`config.mk`:
```
export PLATFORM = sky130hd
export DESIGN_NAME = mem_io_responder
export DESIGN_NICKNAME = d
export VERILOG_FILES = /design/src/rtl/mem_io_pkg.sv /design/src/rtl/byte_fifo.sv /design/src/rtl/mem_io_responder.sv
export SDC_FILE = /design/constraint.sdc
export NUM_CORES = 1
export LEC_CHECK = 0
export ABC_CLOCK_PERIOD_IN_PS = 8900
export BUFFER_PORTS_ARGS = -buffer_cell sky130_fd_sc_hd__buf_2
export CORE_UTILIZATION = 35
export CTS_CLUSTER_SIZE = 10
export DETAILED_ROUTE_END_ITERATION = 10
export HOLD_SLACK_MARGIN = 0.15
export RECOVER_POWER = 50
export SYNTH_ARGS = -nofsm -noshare
export SYNTH_HDL_FRONTEND = slang
export SYNTH_HIERARCHICAL = 1
export SYNTH_SLANG_ARGS = --single-unit
```
`constraint.sdc`:
```
create_clock -name clk_in -period 8.9 [get_ports clk_in]
set_input_delay 1.78 -clock clk_in [delete_from_list [all_inputs] [get_ports clk_in]]
set_output_delay 1.78 -clock clk_in [all_outputs]
set_load 0.02 [all_outputs]
```
`src/rtl/mem_io_pkg.sv`:
```
`default_nettype none
// ============================================================================
// Module      : mem_io_pkg
// Description : Address map and shared constants for the CPU memory/IO responder.
// Revision    : 1.0 - initial release
// ============================================================================
package mem_io_pkg;

    localparam logic [1:0]  IO_SEL   = 2'b11;
    localparam logic [17:0] IO_UART  = 18'h30000;
    localparam logic [17:0] IO_CLOCK = 18'h30004;
    localparam int          BYTE_W   = 8;

    function automatic logic is_io(input logic [17:0] addr);
        return addr[17:16] == IO_SEL;
    endfunction

endpackage
`default_nettype wire

```
`src/rtl/byte_fifo.sv`:
```
`default_nettype none
// ============================================================================
// Module      : byte_fifo
// Description : Show-ahead synchronous FIFO with occupancy count.
// Revision    : 1.0 - initial release
// ============================================================================
module byte_fifo
    import mem_io_pkg::*;
#(
    parameter int DEPTH_W = 4,
    parameter int WIDTH   = BYTE_W
) (
    input  logic               clk,
    input  logic               rst,
    input  logic               push,
    input  logic               pop,
    input  logic [WIDTH-1:0]   din,
    output logic [WIDTH-1:0]   dout,
    output logic               full,
    output logic               empty,
    output logic [DEPTH_W:0]   count
);

    localparam int DEPTH = 1 << DEPTH_W;

    logic [WIDTH-1:0]   r_mem [DEPTH];
    logic [DEPTH_W-1:0] r_wr_ptr;
    logic [DEPTH_W-1:0] r_rd_ptr;
    logic [DEPTH_W:0]   r_count;
    logic               w_do_pop;
    logic               w_do_push;

    assign full      = r_count[DEPTH_W];
    assign empty     = (r_count == '0);
    assign count     = r_count;
    assign dout      = r_mem[r_rd_ptr];
    assign w_do_pop  = pop & ~empty;
    // A pop frees the slot in the same cycle, so a full FIFO can still accept.
    assign w_do_push = push & (~full | w_do_pop);

    always_ff @(posedge clk) begin
        if (rst) begin
            r_wr_ptr <= '0;
            r_rd_ptr <= '0;
            r_count  <= '0;
        end else begin
            if (w_do_push) r_wr_ptr <= r_wr_ptr + DEPTH_W'(1);
            if (w_do_pop)  r_rd_ptr <= r_rd_ptr + DEPTH_W'(1);
            case ({w_do_push, w_do_pop})
                2'b10:   r_count <= r_count + (DEPTH_W + 1)'(1);
                2'b01:   r_count <= r_count - (DEPTH_W + 1)'(1);
                default: r_count <= r_count;
            endcase
        end
    end

    always_ff @(posedge clk) begin
        if (w_do_push) r_mem[r_wr_ptr] <= din;
    end

endmodule
`default_nettype wire

```
`src/rtl/mem_io_responder.sv`:
```
`default_nettype none
// ============================================================================
// Module      : mem_io_responder
// Description : CPU byte-bus responder: RAM pass-through, UART FIFOs, cycle counter.
// Revision    : 1.0 - initial release
// ============================================================================
module mem_io_responder
    import mem_io_pkg::*;
#(
    parameter int RAM_ADDR_WIDTH = 17,
    parameter int TX_DEPTH_WIDTH = 4,
    parameter int RX_DEPTH_WIDTH = 4
) (
    input  logic                      clk_in,
    input  logic                      rst_in,
    input  logic [31:0]               cpu_a,
    input  logic [7:0]                cpu_din,
    input  logic                      cpu_wr,
    output logic [7:0]                cpu_dout,
    output logic                      io_buffer_full,
    output logic [RAM_ADDR_WIDTH-1:0] ram_a,
    output logic                      ram_we,
    output logic [7:0]                ram_din,
    input  logic [7:0]                ram_dout,
    output logic [7:0]                tx_data,
    output logic                      tx_valid,
    input  logic                      tx_ready,
    input  logic [7:0]                rx_data,
    input  logic                      rx_valid,
    output logic                      rx_ready,
    output logic                      program_stop,
    output logic                      tx_overflow
);

    localparam logic [TX_DEPTH_WIDTH:0] TX_NEAR_FULL =
        (TX_DEPTH_WIDTH + 1)'((1 << TX_DEPTH_WIDTH) - 2);

    logic [17:0]               w_addr;
    logic                      w_io;
    logic                      w_unused_addr_hi;
    logic                      w_uart_wr;
    logic                      w_stop_wr;
    logic                      w_clock_rd;
    logic [7:0]                w_io_rdata;

    logic                      w_tx_push;
    logic                      w_tx_pop;
    logic [7:0]                w_tx_din;
    logic                      w_tx_full;
    logic                      w_tx_empty;
    logic [TX_DEPTH_WIDTH:0]   w_tx_count;

    logic                      w_rx_push;
    logic                      w_rx_pop;
    logic [7:0]                w_rx_dout;
    logic                      w_rx_full;
    logic                      w_rx_empty;
    logic [RX_DEPTH_WIDTH:0]   w_unused_rx_count;

    logic [31:0]               r_counter;
    logic [31:0]               r_snap;
    logic                      r_sel_io;
    logic [7:0]                r_io_rdata;
    logic                      r_program_stop;
    logic                      r_tx_overflow;

    assign w_addr           = cpu_a[17:0];
    assign w_io             = is_io(w_addr);
    assign w_unused_addr_hi = ^cpu_a[31:18];

    assign ram_a   = cpu_a[RAM_ADDR_WIDTH-1:0];
    assign ram_din = cpu_din;
    assign ram_we  = cpu_wr & ~w_io;

    assign w_uart_wr  = w_io & cpu_wr & (w_addr == IO_UART) & (cpu_din != 8'h00);
    assign w_stop_wr  = w_io & cpu_wr & (w_addr == IO_CLOCK);
    assign w_clock_rd = w_io & ~cpu_wr & (w_addr == IO_CLOCK);

    assign w_tx_push = w_uart_wr | w_stop_wr;
    assign w_tx_din  = w_stop_wr ? 8'h00 : cpu_din;
    assign w_tx_pop  = tx_valid & tx_ready;
    assign tx_valid  = ~w_tx_empty;
    assign io_buffer_full = (w_tx_count >= TX_NEAR_FULL);

    assign rx_ready  = ~w_rx_full;
    assign w_rx_push = rx_valid & rx_ready;
    // Any CPU read cycle on the UART address consumes an RX byte.
    assign w_rx_pop  = w_io & ~cpu_wr & (w_addr == IO_UART);

    byte_fifo #(
        .DEPTH_W (TX_DEPTH_WIDTH),
        .WIDTH   (BYTE_W)
    ) u_tx_fifo (
        .clk   (clk_in),
        .rst   (rst_in),
        .push  (w_tx_push),
        .pop   (w_tx_pop),
        .din   (w_tx_din),
        .dout  (tx_data),
        .full  (w_tx_full),
        .empty (w_tx_empty),
        .count (w_tx_count)
    );

    byte_fifo #(
        .DEPTH_W (RX_DEPTH_WIDTH),
        .WIDTH   (BYTE_W)
    ) u_rx_fifo (
        .clk   (clk_in),
        .rst   (rst_in),
        .push  (w_rx_push),
        .pop   (w_rx_pop),
        .din   (rx_data),
        .dout  (w_rx_dout),
        .full  (w_rx_full),
        .empty (w_rx_empty),
        .count (w_unused_rx_count)
    );

    always_comb begin
        w_io_rdata = 8'h00;
        if (w_io && !cpu_wr) begin
            case (w_addr)
                IO_UART:          w_io_rdata = w_rx_empty ? 8'h00 : w_rx_dout;
                IO_CLOCK:         w_io_rdata = r_counter[7:0];
                IO_CLOCK + 18'd1: w_io_rdata = r_snap[15:8];
                IO_CLOCK + 18'd2: w_io_rdata = r_snap[23:16];
                IO_CLOCK + 18'd3: w_io_rdata = r_snap[31:24];
                default:          w_io_rdata = 8'h00;
            endcase
        end
    end

    always_ff @(posedge clk_in) begin
        if (rst_in) begin
            r_counter      <= '0;
            r_snap         <= '0;
            r_sel_io       <= 1'b1;
            r_io_rdata     <= '0;
            r_program_stop <= 1'b0;
            r_tx_overflow  <= 1'b0;
        end else begin
            r_counter  <= r_counter + 32'd1;
            r_sel_io   <= w_io;
            r_io_rdata <= w_io_rdata;
            if (w_clock_rd) r_snap <= r_counter;
            if (w_stop_wr)  r_program_stop <= 1'b1;
            if (w_tx_push && w_tx_full && !w_tx_pop) r_tx_overflow <= 1'b1;
        end
    end

    assign cpu_dout     = r_sel_io ? r_io_rdata : ram_dout;
    assign program_stop = r_program_stop;
    assign tx_overflow  = r_tx_overflow;

endmodule
`default_nettype wire

```
# Word level (Yosys, flattened, before mapping)
# Memory sizes are Yosys's and may differ from the RTL's. A register that Yosys moved wholly into a read port is not among the register bits.
# Cells that the tools add are included.
# classes
mul	0
n_reduce_logical	11
n_eq_ne	10
n_mux	14
add_sub_neg	9
order_cmp	1
n_bitwise	24
n_div	0
shift	0
# ops
cell	count
18-bit equality test (second input constant)	5
8-bit one-hot mux with 5 select lines	1
32-bit by 1-bit adder with 32-bit output (second input constant)	1
8-bit 2-to-1 mux	3
5-bit one-hot mux with 2 select lines	2
4-bit by 1-bit adder with 4-bit output (second input constant)	4
4-bit 2-to-1 mux	4
1-bit AND	14
5-bit by 1-bit adder with 5-bit output (second input constant)	2
5-bit logical NOT	2
5-bit by 1-bit subtractor with 5-bit output (second input constant)	2
8-bit nonzero test	1
1-bit NOT	7
2-bit equality test (second input constant)	3
5-bit by 4-bit >= comparator with 1-bit output (second input constant)	1
2-bit by 1-bit equality test with 1-bit output (second input constant)	2
1-bit 2-to-1 mux	4
2-bit nonzero test	2
1-bit logical AND	3
1-bit OR	3
1-bit logical NOT	2
2-bit OR reduction	1
# totals
ff_bits	101
rom_bits	0
n_memories	2
ramBits	256
latchBits	0
wordCells	83
out_inout_bits	47
in_bits	61
# mem_list
memory	words	word_bits	rd	rd_ports_with_merged_regs	wr	line	text
u_rx_fifo.r_mem	16	8	1	1	1	byte_fifo.sv:26	logic [WIDTH-1:0] r_mem [DEPTH];
u_tx_fifo.r_mem	16	8	1	1	1	byte_fifo.sv:26	

# Longest topological paths before layout
# logic_depth
word_depth	8
ltp_mapped	16
mapped_depth_nobuf	14

# Cells and area by module
# The synthesis kept the hierarchy.
# by_module_without_submodules
mod	cells_per_inst	instances	area_per_inst_um2	seq_area_each_um2
byte_fifo	297	2	5866.9	4184.0
mem_io_responder	403	1	3512.1	1341.3

# Worst setup path after synthesis
# OpenSTA, ideal clock, no wires.
# synth_path
path_type	input to register
start	input port cpu_a[8]
end	register u_rx_fifo.r_count[4] (netlist: u_rx_fifo/count[4])
stages	16
required_time_ps	8777
setup_time_ps	123
t_arrival_ps	5498
path_buffers	2
setup_slack_ps	3278
cell_sequence	or4_1 > nor4_4 > buf_2 > nand2_1 > nor3_1 > inv_1 > a21boi_1 > inv_1 > ha_1 > clkbuf_1 > xor2_1 > ha_1 > o21ai_0 > a22o_1 > nor4_1 > mux2_1
# synth_between
elab_chain_len	7
elab_cells_between_ends	9
cone_classes	3 x eq/ne; 1 x mux; 4 x bitwise; 1 x reduce/logical
# synth_rtl
item	line	text
start, declared	mem_io_responder.sv:16	input logic [31:0] cpu_a,
18-bit equality test *	mem_io_responder.sv:88	assign w_rx_pop = w_io & ~cpu_wr & (w_addr == IO_UART);
1-bit AND *	mem_io_responder.sv:88	
named net w_rx_pop	mem_io_responder.sv:54	logic w_rx_pop;
1-bit AND *	byte_fifo.sv:37	assign w_do_pop = pop & ~empty;
1-bit OR	byte_fifo.sv:39	assign w_do_push = push & (~full | w_do_pop);
1-bit AND	byte_fifo.sv:39	
2-bit by 1-bit equality test with 1-bit output / 2-bit equality test (equally long branches)	byte_fifo.sv:49	case ({w_do_push, w_do_pop})
5-bit one-hot mux with 2 select lines / 2-bit nonzero test (equally long branches)	n/a	
end signal, assigned	byte_fifo.sv:50	2'b10: r_count <= r_count + (DEPTH_W + 1)'(1);
end signal, assigned	byte_fifo.sv:51	2'b01: r_count <= r_count - (DEPTH_W + 1)'(1);
end signal, assigned	byte_fifo.sv:52	default: r_count <= r_count;
end, declared	byte_fifo.sv:29	logic [DEPTH_W:0] r_count;
# The timed path passes the listed nets; every way through them passes the cells marked *.
# A chain may end at the register's enable or synchronous reset.

# Worst setup path after layout
# Ends and elaborated chain as after synthesis.

==> results.json <==
{
  "grt_start_max_net_pins": 74,
  "p_leak_nw": 5.501,
  "multi_input_area_mm2": 0.004932,
  "avgRoutedWirePerCell_um": 18.86,
  "grt_pass1_vias": 8237,
  "worstSetupPathType": "input port to register",
  "final_cells": 1684,
  "die_w_um": 210.7,
  "violations": "max-capacitance violations, max-slew violations",
  "hp-start": "r_snap[9]",
  "ir_worst_vdd_v": 0.0001666,
  "die_y_um": 210.7,
  "ios": 108,
  "grt_antenna_before_repair": 0,
  "slew_viol_final": 110,
  "register_area_mm2": 0.009713,
  "routed_wl_mm": 31.76,
  "start_util_pct": 35.45,
  "netlist_area_mm2": 0.01524,
  "tightest_slew_ns": 3.153,
  "post_dp_cell_area_mm2": 0.01603,
  "critPathRequiredTime_ns": 9.34,
  "status": "finished, violations left",
  "gp_congestion": 0.7854,
  "grt_usage_pct": 14.37,
  "finalClockSkew_ns": 0.01678,
  "first_iter_violations": 709,
  "cts_tree": "done",
  "grt_pass1_wl_mm": 48.37,
  "viasPerCell": 5.083,
  "cts_resized": 0,
  "setup_viol": 0,
  "portBuffers": 93,
  "p_total_mw": 3.451,
  "drc": 0,
  "path_max_fanout": 27,
  "power-per-cell-area_mw_per_mm2": 200.7,
  "end_kind": "register",
  "area_growth_pct": 12.82,
  "r2r_start": "u_tx_fifo/count[2]",
  "h-tree-depth": 2,
  "root_buffer": "clkbuf_16",
  "finalCritPeriodShare_pct": 74.46,
  "min_path_type": "register to register",
  "final_nets": 1142,
  "tns_ns": 0,
  "drv_cap": 2,
  "maxSlewHeadroom_pct": -110.2,
  "fmax_mhz": 150.9,
  "post-route-min-period_ns": 6.627,
  "crit_arrival_ns": 7.07,
  "fin_area_mm2": 0.01719,
  "finalHoldViolCount": 0,
  "place_inst": 1605,
  "startpoint_type": "input port",
  "num_vias": 8559,
  "row_count": 76,
  "crit_path_start": "cpu_a[8]",
  "clock_sinks": 357,
  "postRouteAntennaNets": 0,
  "avgSynthCellArea_um2": 15.30,
  "fillCellCount": 3995,
  "syn_inst": 996,
  "grt_overflow": 0,
  "dr.pass1.iters": 5,
  "cts_buffer_depth": 3,
  "core_mm2": 0.04298,
  "drive_gt1_share_pct": 15.12,
  "clkLatencyLatePin_ns": 0.56,
  "postCtsSetupBuffers": 0,
  "clkSlewWorstSetupHoldPaths_ns": 0.06,
  "synth_fp_nets": 1074,
  "dp_hpwl_mm": 21.24,
  "rsz0062_at_grt": "no",
  "cts-buffers-inserted": 42,
  "hold_buffers": 0,
  "yosys_warnings": 6,
  "dieArea_mm2": 0.04438
}
==> layer usage <==
metal / track usage, % / share of wire [%] / vias up
li1: - / - / 4012
met1: 19.16 / 43 / 4284
met2: 23.48 / 49 / 211
met3: 2.780 / 5.2 / 52
met4: 4.948 / 2.5 / 0
met5: 0 / 0 / -
==> sequential cells by signal, indices dropped and copies added (netlist names), named ones only <==
name	cells
tx_overflow	1
program_stop	1
r_snap	24
r_io_rdata	8
u_rx_fifo/count	5
r_counter	32
r_sel_io	1
u_tx_fifo/count	5
u_rx_fifo/r_wr_ptr	4
u_rx_fifo/r_mem	128
u_rx_fifo/r_rd_ptr	4
u_tx_fifo/r_rd_ptr	4
u_tx_fifo/r_mem	128
u_tx_fifo/r_wr_ptr	4
==> critical path: stages <==
cell and delay (ns):
buf_2 0.10, or4_1 0.66, nor4_4 0.24, clkbuf_1 0.84
nand2_1 0.18, nor3_1 0.46, inv_1 0.09, a21boi_0 0.69
inv_1 0.17, ha_1 0.35, ha_1 0.39, a31o_1 0.23
a22o_1 0.22, nor4_1 0.31, mux2_1 0.36
==> layout make-up <==
class	count	area share (%)
Antenna cell	1	0.01456
Multi-Input combinational cell	536	28.69
Clock buffer	74	6.994
Timing Repair Buffer	105	2.846
Tap cell	585	4.258
Inverter	22	0.4803
Clock inverter	4	0.2183
Sequential cell	357	56.50
==> power breakdown <==
group	internal [mW]	switching, mW
logic	0.0300	0.0671
clock network	0.914	0.641
registers	1.79	0.00692
total	2.74	0.716
==> final timing paths <==
| check | end | slack [ns] | cells after the start |
|---|---|---|---|
| worst max-delay path | u_rx_fifo/count[4] | 2.27 | 15 |
| worst min-delay path | r_snap[9] | 0.47 | 2 |
| worst max register to register | u_tx_fifo/count[4] | 5.18 | 12 |
| worst min register to register | r_snap[9] | 0.47 | 2 |
==> cells in the final DEF (no fill, tap or decap), drive strengths merged, types with 4 or more instances in the layout <==
cell,n
a21oi,39
a31o,4
and4,4
buf,56
clkbuf,123
dfxtp,101
edfxtp,256
ha,17
inv,24
mux2,15
mux2i,4
mux4,88
nand2,34
nand2b,8
nand3,35
nand4,14
nor2,85
nor2b,21
nor3,21
nor3b,5
nor4,13
o21a,4
o21ai,29
o2bb2ai,8
o31ai,9
or3,7
or4,16
xnor2,13
xor2,17
==> per-stage QoR <==
step           setup slack, ns  util, %  hold slack (ns)
2_1_floorplan            3.278        -           0.4463
3_3_place_gp             2.568    37.29           0.4540
3_5_place_dp             2.498    37.29           0.4650
4_1_cts                  3.106    40.18           0.4726
5_1_grt                  1.810    39.99           0.4999
6_report                 2.273    40.00           0.4693
No activity file was read; power rests on OpenSTA's default activity.
